**config.mk**
```make
export PLATFORM = sky130hd
export DESIGN_NAME = seg7_display_ctrl
export DESIGN_NICKNAME = d
export VERILOG_FILES = /design/src/rtl/seg7_pkg.sv /design/src/rtl/bin2bcd_seq.sv /design/src/rtl/seg7_display_ctrl.sv
export SDC_FILE = /design/constraint.sdc
export NUM_CORES = 1
export LEC_CHECK = 0
export BUFFER_PORTS_ARGS = -buffer_cell sky130_fd_sc_hd__buf_2
export CAP_MARGIN = 20
export CORE_ASPECT_RATIO = 1.5
export CORE_MARGIN = 1.5
export CORE_UTILIZATION = 55
export DETAILED_ROUTE_END_ITERATION = 10
export GPL_TIMING_DRIVEN = 0
export MAX_ROUTING_LAYER = met4
export PLACE_DENSITY = 0.82
export SYNTH_ARGS = -nofsm -noshare
export SYNTH_HDL_FRONTEND = slang
export SYNTH_SLANG_ARGS = --single-unit
```
**constraint.sdc**
```tcl
create_clock -name clock_100Mhz -period 2.2 [get_ports clock_100Mhz]
set_input_delay 0.44 -clock clock_100Mhz [delete_from_list [all_inputs] [get_ports clock_100Mhz]]
set_output_delay 0.44 -clock clock_100Mhz [all_outputs]
set_load 0.03 [all_outputs]
```
**src/rtl/seg7_pkg.sv**
```systemverilog
// rtl/seg7_pkg.sv - shared constants, state type and BCD helper for the seven-segment controller
package seg7_pkg;

    localparam logic [1:0] REG_VALUE  = 2'd0;
    localparam logic [1:0] REG_CTRL   = 2'd1;
    localparam logic [1:0] REG_STATUS = 2'd2;
    localparam logic [1:0] REG_RSVD   = 2'd3;

    localparam int CTRL_HEX     = 0;
    localparam int CTRL_LZB     = 1;
    localparam int CTRL_MASK_LO = 4;

    localparam logic [3:0] DIGIT_OFF = 4'hF;

    typedef enum logic [1:0] {
        IDLE   = 2'd0,
        SHIFT  = 2'd1,
        UPDATE = 2'd2
    } state_e;

    function automatic logic [3:0] add3(input logic [3:0] d);
        return (d >= 4'd5) ? d + 4'd3 : d;
    endfunction

endpackage

```
**src/rtl/bin2bcd_seq.sv**
```systemverilog
// rtl/bin2bcd_seq.sv - sequential 16-bit double-dabble converter, one bit per cycle
module bin2bcd_seq
    import seg7_pkg::*;
(
    input  logic        clk,
    input  logic        reset,
    input  logic        start,
    input  logic [15:0] bin,
    output logic        done,
    output logic [19:0] bcd
);

    // BCD digits and the remaining binary bits share one shift register: {bcd[19:0], bin[15:0]}
    logic [35:0] shift_q, shift_d;
    logic [35:0] adj;
    logic [3:0]  cnt_q, cnt_d;
    logic        active_q, active_d;

    always_comb begin
        adj = {add3(shift_q[35:32]), add3(shift_q[31:28]), add3(shift_q[27:24]),
               add3(shift_q[23:20]), add3(shift_q[19:16]), shift_q[15:0]};
        shift_d  = shift_q;
        cnt_d    = cnt_q;
        active_d = active_q;
        if (start) begin
            shift_d  = {20'd0, bin};
            cnt_d    = 4'd0;
            active_d = 1'b1;
        end else if (active_q) begin
            shift_d = adj << 1;
            cnt_d   = cnt_q + 4'd1;
            if (cnt_q == 4'd15) begin
                active_d = 1'b0;
            end
        end
    end

    always_ff @(posedge clk) begin
        if (reset) begin
            shift_q  <= '0;
            cnt_q    <= '0;
            active_q <= 1'b0;
        end else begin
            shift_q  <= shift_d;
            cnt_q    <= cnt_d;
            active_q <= active_d;
        end
    end

    // High during the last shift cycle so the caller can leave SHIFT right on time
    assign done = active_q && (cnt_q == 4'd15);
    assign bcd  = shift_q[35:16];

endmodule

```
**src/rtl/seg7_display_ctrl.sv**
```systemverilog
// rtl/seg7_display_ctrl.sv - bus registers, conversion FSM and digit composition for the 4-digit display
module seg7_display_ctrl
    import seg7_pkg::*;
#(
    parameter int          DATA_W     = 32,
    parameter logic [15:0] RESET_DISP = 16'hFFFF
) (
    input  logic              clock_100Mhz,
    input  logic              reset,
    input  logic              req_i,
    input  logic              we_i,
    input  logic [3:0]        addr_i,
    input  logic [DATA_W-1:0] wdata_i,
    output logic              ready_o,
    output logic [DATA_W-1:0] rdata_o,
    output logic [15:0]       displayed_number_o,
    output logic              busy_o
);

    state_e      state_q, state_d;
    logic [15:0] value_q, value_d;
    logic        hex_q, hex_d;
    logic        lzb_q, lzb_d;
    logic [3:0]  mask_q, mask_d;
    logic        overflow_q, overflow_d;
    logic [15:0] disp_q, disp_d;

    logic [1:0]  reg_sel;
    logic        busy;
    logic        wr_en, wr_value, wr_ctrl, start_conv, bcd_start, bcd_done;
    logic [19:0] bcd;
    logic [15:0] comp;
    logic        ovf;
    logic        unused_bits;

    assign reg_sel    = addr_i[3:2];
    assign busy       = (state_q != IDLE);
    assign ready_o    = req_i & ~(we_i & busy & ((reg_sel == REG_VALUE) | (reg_sel == REG_CTRL)));
    assign wr_en      = ready_o & we_i;
    assign wr_value   = wr_en & (reg_sel == REG_VALUE);
    assign wr_ctrl    = wr_en & (reg_sel == REG_CTRL);
    assign start_conv = wr_value | wr_ctrl;
    assign bcd_start  = start_conv & ~hex_d;
    assign unused_bits = ^{wdata_i[DATA_W-1:16], wdata_i[3:2], addr_i[1:0]};

    always_comb begin
        value_d = value_q;
        hex_d   = hex_q;
        lzb_d   = lzb_q;
        mask_d  = mask_q;
        if (wr_value) begin
            value_d = wdata_i[15:0];
        end
        if (wr_ctrl) begin
            hex_d  = wdata_i[CTRL_HEX];
            lzb_d  = wdata_i[CTRL_LZB];
            mask_d = wdata_i[CTRL_MASK_LO +: 4];
        end
    end

    bin2bcd_seq u_bin2bcd (
        .clk   (clock_100Mhz),
        .reset (reset),
        .start (bcd_start),
        .bin   (value_d),
        .done  (bcd_done),
        .bcd   (bcd)
    );

    always_comb begin
        state_d = state_q;
        case (state_q)
            IDLE:    if (start_conv) state_d = hex_d ? UPDATE : SHIFT;
            SHIFT:   if (bcd_done)   state_d = UPDATE;
            UPDATE:  state_d = IDLE;
            default: state_d = IDLE;
        endcase
    end

    // Decimal digits never hold 4'hF, so an F above a zero means "already blanked"
    always_comb begin
        ovf  = ~hex_q & (bcd[19:16] != 4'd0);
        comp = hex_q ? value_q : bcd[15:0];
        if (!hex_q && lzb_q) begin
            if (comp[15:12] == 4'd0) comp[15:12] = DIGIT_OFF;
            if (comp[15:12] == DIGIT_OFF && comp[11:8] == 4'd0) comp[11:8] = DIGIT_OFF;
            if (comp[11:8] == DIGIT_OFF && comp[7:4] == 4'd0) comp[7:4] = DIGIT_OFF;
        end
        for (int i = 0; i < 4; i++) begin
            if (mask_q[i]) comp[i*4 +: 4] = DIGIT_OFF;
        end
        if (ovf) comp = {4{DIGIT_OFF}};
    end

    always_comb begin
        disp_d     = disp_q;
        overflow_d = overflow_q;
        if (state_q == UPDATE) begin
            disp_d     = comp;
            overflow_d = ovf;
        end
    end

    always_ff @(posedge clock_100Mhz) begin
        if (reset) begin
            state_q    <= IDLE;
            value_q    <= '0;
            hex_q      <= 1'b0;
            lzb_q      <= 1'b0;
            mask_q     <= '0;
            overflow_q <= 1'b0;
            disp_q     <= RESET_DISP;
        end else begin
            state_q    <= state_d;
            value_q    <= value_d;
            hex_q      <= hex_d;
            lzb_q      <= lzb_d;
            mask_q     <= mask_d;
            overflow_q <= overflow_d;
            disp_q     <= disp_d;
        end
    end

    always_comb begin
        rdata_o = '0;
        case (reg_sel)
            REG_VALUE:  rdata_o[15:0] = value_q;
            REG_CTRL:   rdata_o[7:0]  = {mask_q, 2'b00, lzb_q, hex_q};
            REG_STATUS: rdata_o[1:0]  = {overflow_q, busy};
            REG_RSVD:   rdata_o       = '0;
            default:    rdata_o       = '0;
        endcase
    end

    assign displayed_number_o = disp_q;
    assign busy_o             = busy;

endmodule

```
==> impl_metrics.csv <==
group,metric,value,unit
global_route,grt_max_degree,14,
clock_tree,root_buffer,"clkbuf_8",
yosys,async_reset_ff_share,0,%
worst_hold_path,hold_path_depth,3,
critical_path,path_buf_inv,2,
clock_tree,clk_path_buf_depth,2,
yosys,avgSynthCellArea,9.00,um2
clock_tree,cts_buffers,9,
finish,synthToLayoutAreaGrowth,15.5,%
critical_path,cp-start-kind,"flop",
critical_path,crit_chain,"buf_4 -> mux2i_1 -> nor2_1 -> a31o_2 -> buf_2",
place,hpwl,8060,um
yosys,ys_seq_area_share,39.5,%
timing,fmax,0.482,GHz
floorplanning,die_w,74.0,um
floorplanning,dieArea,8100,um2
floorplanning,start_util,57.1,%
clock_tree,cts_tree,"built",
global_route,first_global_vias,3545,
critical_path,critical_path_arrival,1.64,ns
critical_path,required,1.76,ns
critical_path,reg2reg_to,"displayed_number_o[13]",
timing,hold_violations,0,
critical_path,r2r-start,"u_bin2bcd.shift_q[32]",
critical_path,endpoint,"rdata_o[0]",
floorplanning,io_pins,90,
timing,period_share,94.4,%
route,drcViolationCount,0,
clock_tree,htree_num_levels,3,
timing,final_max_slew_viol_count,0,
yosys,synth_area,4160,um2
timing,rsz0062_at_grt,"false",
finish,final_cell_area,4800,um2
yosys,synth_warnings,0,
timing,tightestPinTransition,0.718,ns
critical_path,crit_family,"buffers and inverters",
critical_path,cp-startpoint,"hex_q",
critical_path,end_kind,"output pin",
yosys,synth_top_area_cell,"dfxtp_1",
yosys,ys_types,44,
yosys,synth_edf_count,0,
worst_hold_path,hold_class,"input port to flop",
yosys,synthFlopType,"dfxtp_1",
flow_run,drv_cap,0,
clock_tree,insertion_delay,0.37,ns
clock_tree,clk_pin_slew,0.09,ns
critical_path,crit_path_max_incr_delay,0.42,ns
timing,finalWorstSetupSlack,0.124,ns
global_route,grt-ovfl-total,0,
place,post_dp_cell_area,4610,um2
timing,fin_crit,2.08,ns
route,via_per_inst,5.57,
power,power.density,597,nW/um2
route,routed_wl,10700,um
timing,slew_headroom,51.7,%
timing,whs,0.324,ns
yosys,ys_seq_elements,82,
route,drt.antenna.violating_nets,0,
critical_path,cp_slowest_cell,"dfxtp_2",
floorplanning,rows,38,
critical_path,cp.depth,5,
route,via_count,3595,
floorplanning,die_h,109,um
critical_path,reg2reg_depth,7,
timing,setup_violations,0,
power,p_leak,2.07,nW
power,vdd_drop_max,0.000349,V
place,port_buffers,54,
finish,layout-drive-gt1-share,21.4,%
route,drtPass1Iterations,4,
global_route,grt_usage,28.8,%
yosys,syn_inst,462,
finish,utilization,66.0,%
finish,fill_cells,613,
run_status,status,"finished clean",
route,drt_iter0_drc,203,
power,power,2.87,mW
critical_path,reg2reg_slack,0.13,ns
finish,final_nets,592,
yosys,yosys-top-cells-area,"dfxtp_1 39%, mux2i_1 12%, a211oi_1 5.6%",
finish,diodes,0,
floorplanning,core,7270,um2
timing,skew,0.0166,ns
clock_tree,cts_hold_buf,0,
critical_path,worst-path-max-fanout,19,
clock_tree,clock_sinks,82,
critical_path,worstSetupPathType,"flop to output pin",
route,drt-wirelength-per-cell,16.6,um
place,gp_congestion,0.916,
yosys,synth_top_area_share,39.5,%
global_route,antenna_found_initial,0,
global_route,grt_pass1_wl,17000,um
place,dp_slack,-0.104,ns
## state kept, by name, summed over array words and instances, names as in the netlist
name	cells
u_bin2bcd.shift_q	36
displayed_number_o	16
value_q	16
mask_q	4
u_bin2bcd.cnt_q	4
state_q	2
hex_q	1
lzb_q	1
overflow_q	1
u_bin2bcd.active_q	1
## cell type report
| type | instances | area [um2] | share of cell area (%) |
|---|---|---|---|
| Buffer | 43 | 274 | 5.71 |
| Timing Repair Buffer | 54 | 270 | 5.63 |
| Multi-Input combinational cell | 337 | 2250 | 47.0 |
| Tap cell | 100 | 125 | 2.61 |
| Inverter | 14 | 52.6 | 1.09 |
| Clock inverter | 4 | 26.3 | 0.547 |
| Clock buffer | 12 | 155 | 3.23 |
| Sequential cell | 82 | 1640 | 34.2 |
## repair_timing
item	in CTS	in global routing
buffers inserted	0	0
gates resized for setup	6	0
endpoints found under the setup margin	13	1
pin swaps	0	0
## report_power, final
part           internal (mW)  leakage [nW]  switching (mW)
Clock                  0.470        0.0924           0.558
Combinational          0.113          1.31           0.192
Sequential              1.51         0.664          0.0227
Total                   2.09          2.07           0.773
## cell families after synthesis
family                   share of synthesized area (%)
flip-flops                                        39.5
buffers and inverters                             7.89
XOR/XNOR                                          2.53
adder cells (fa/ha/maj)                           3.31
AO/OA/AOI/OAI                                     15.0
other                                           0.0902
multiplexers                                      12.7
AND/OR/NAND/NOR                                   19.0
## cells in the mapped netlist (all sizes together), types with 2 or more instances
cell type	count
xnor2	10
mux2	3
o21ai	17
nor4	5
nand2	15
nand2b	16
and2	10
ha	11
nand3	10
nor3	3
a21o	5
a211oi	32
mux2i	49
or2	7
nor2	58
nand4	3
a21oi	25
buf	31
xor2	2
o21a	2
o22ai	5
clkbuf	13
dfxtp	82
inv	14
nor2b	21
o211ai	4
## worst min path at each step
stage / end / start / slack [ns]
5_1_grt: mask_q[2] / wdata_i[6] / 0.35
6_report: value_q[13] / wdata_i[13] / 0.32
3_5_place_dp: u_bin2bcd.shift_q[35] / u_bin2bcd.shift_q[35] / 0.48
3_3_place_gp: u_bin2bcd.shift_q[35] / u_bin2bcd.shift_q[35] / 0.46
4_1_cts: value_q[13] / wdata_i[13] / 0.32
2_1_floorplan: u_bin2bcd.shift_q[35] / u_bin2bcd.shift_q[35] / 0.44
## cell usage in the layout (no fill, tap or decap), drive strengths merged, types with 11 or more instances in the layout
| cell | n |
|---|---|
| buf | 84 |
| dfxtp | 82 |
| nor2 | 58 |
| mux2i | 49 |
| a211oi | 32 |
| a21oi | 25 |
| clkbuf | 25 |
| nor2b | 21 |
| o21ai | 17 |
| nand2b | 16 |
| conb | 16 |
| nand2 | 15 |
| inv | 14 |
| ha | 11 |
## layer usage
metal  vias up  wire length (um)  track usage (%)  share of wire (%)
li1       1727                 -                -                  -
met1      1712              4070             29.8                 38
met2       123              5640             50.0                 53
met3        33               611             6.42                5.7
met4         0               391             15.1                3.7
met5         -                 0                -                  0
## worst register-to-register path, delay by kind of cell, from the launching register on
kind                     cells  cell delay [ns]
buffers and inverters        1             0.09
AND/OR/NAND/NOR              2             0.66
AO/OA/AOI/OAI                3             0.67
flip-flops                   1             0.34
adder cells (fa/ha/maj)      1             0.20
## metrics by stage
stage               setup TNS, ns  std cells
finish                          0        646
global route                    0        646
detailed placement         -0.416        631
global placement          -0.0117        631
CTS                             0        647
floorplan                       0        477
Power figures use the tool's default switching activity.
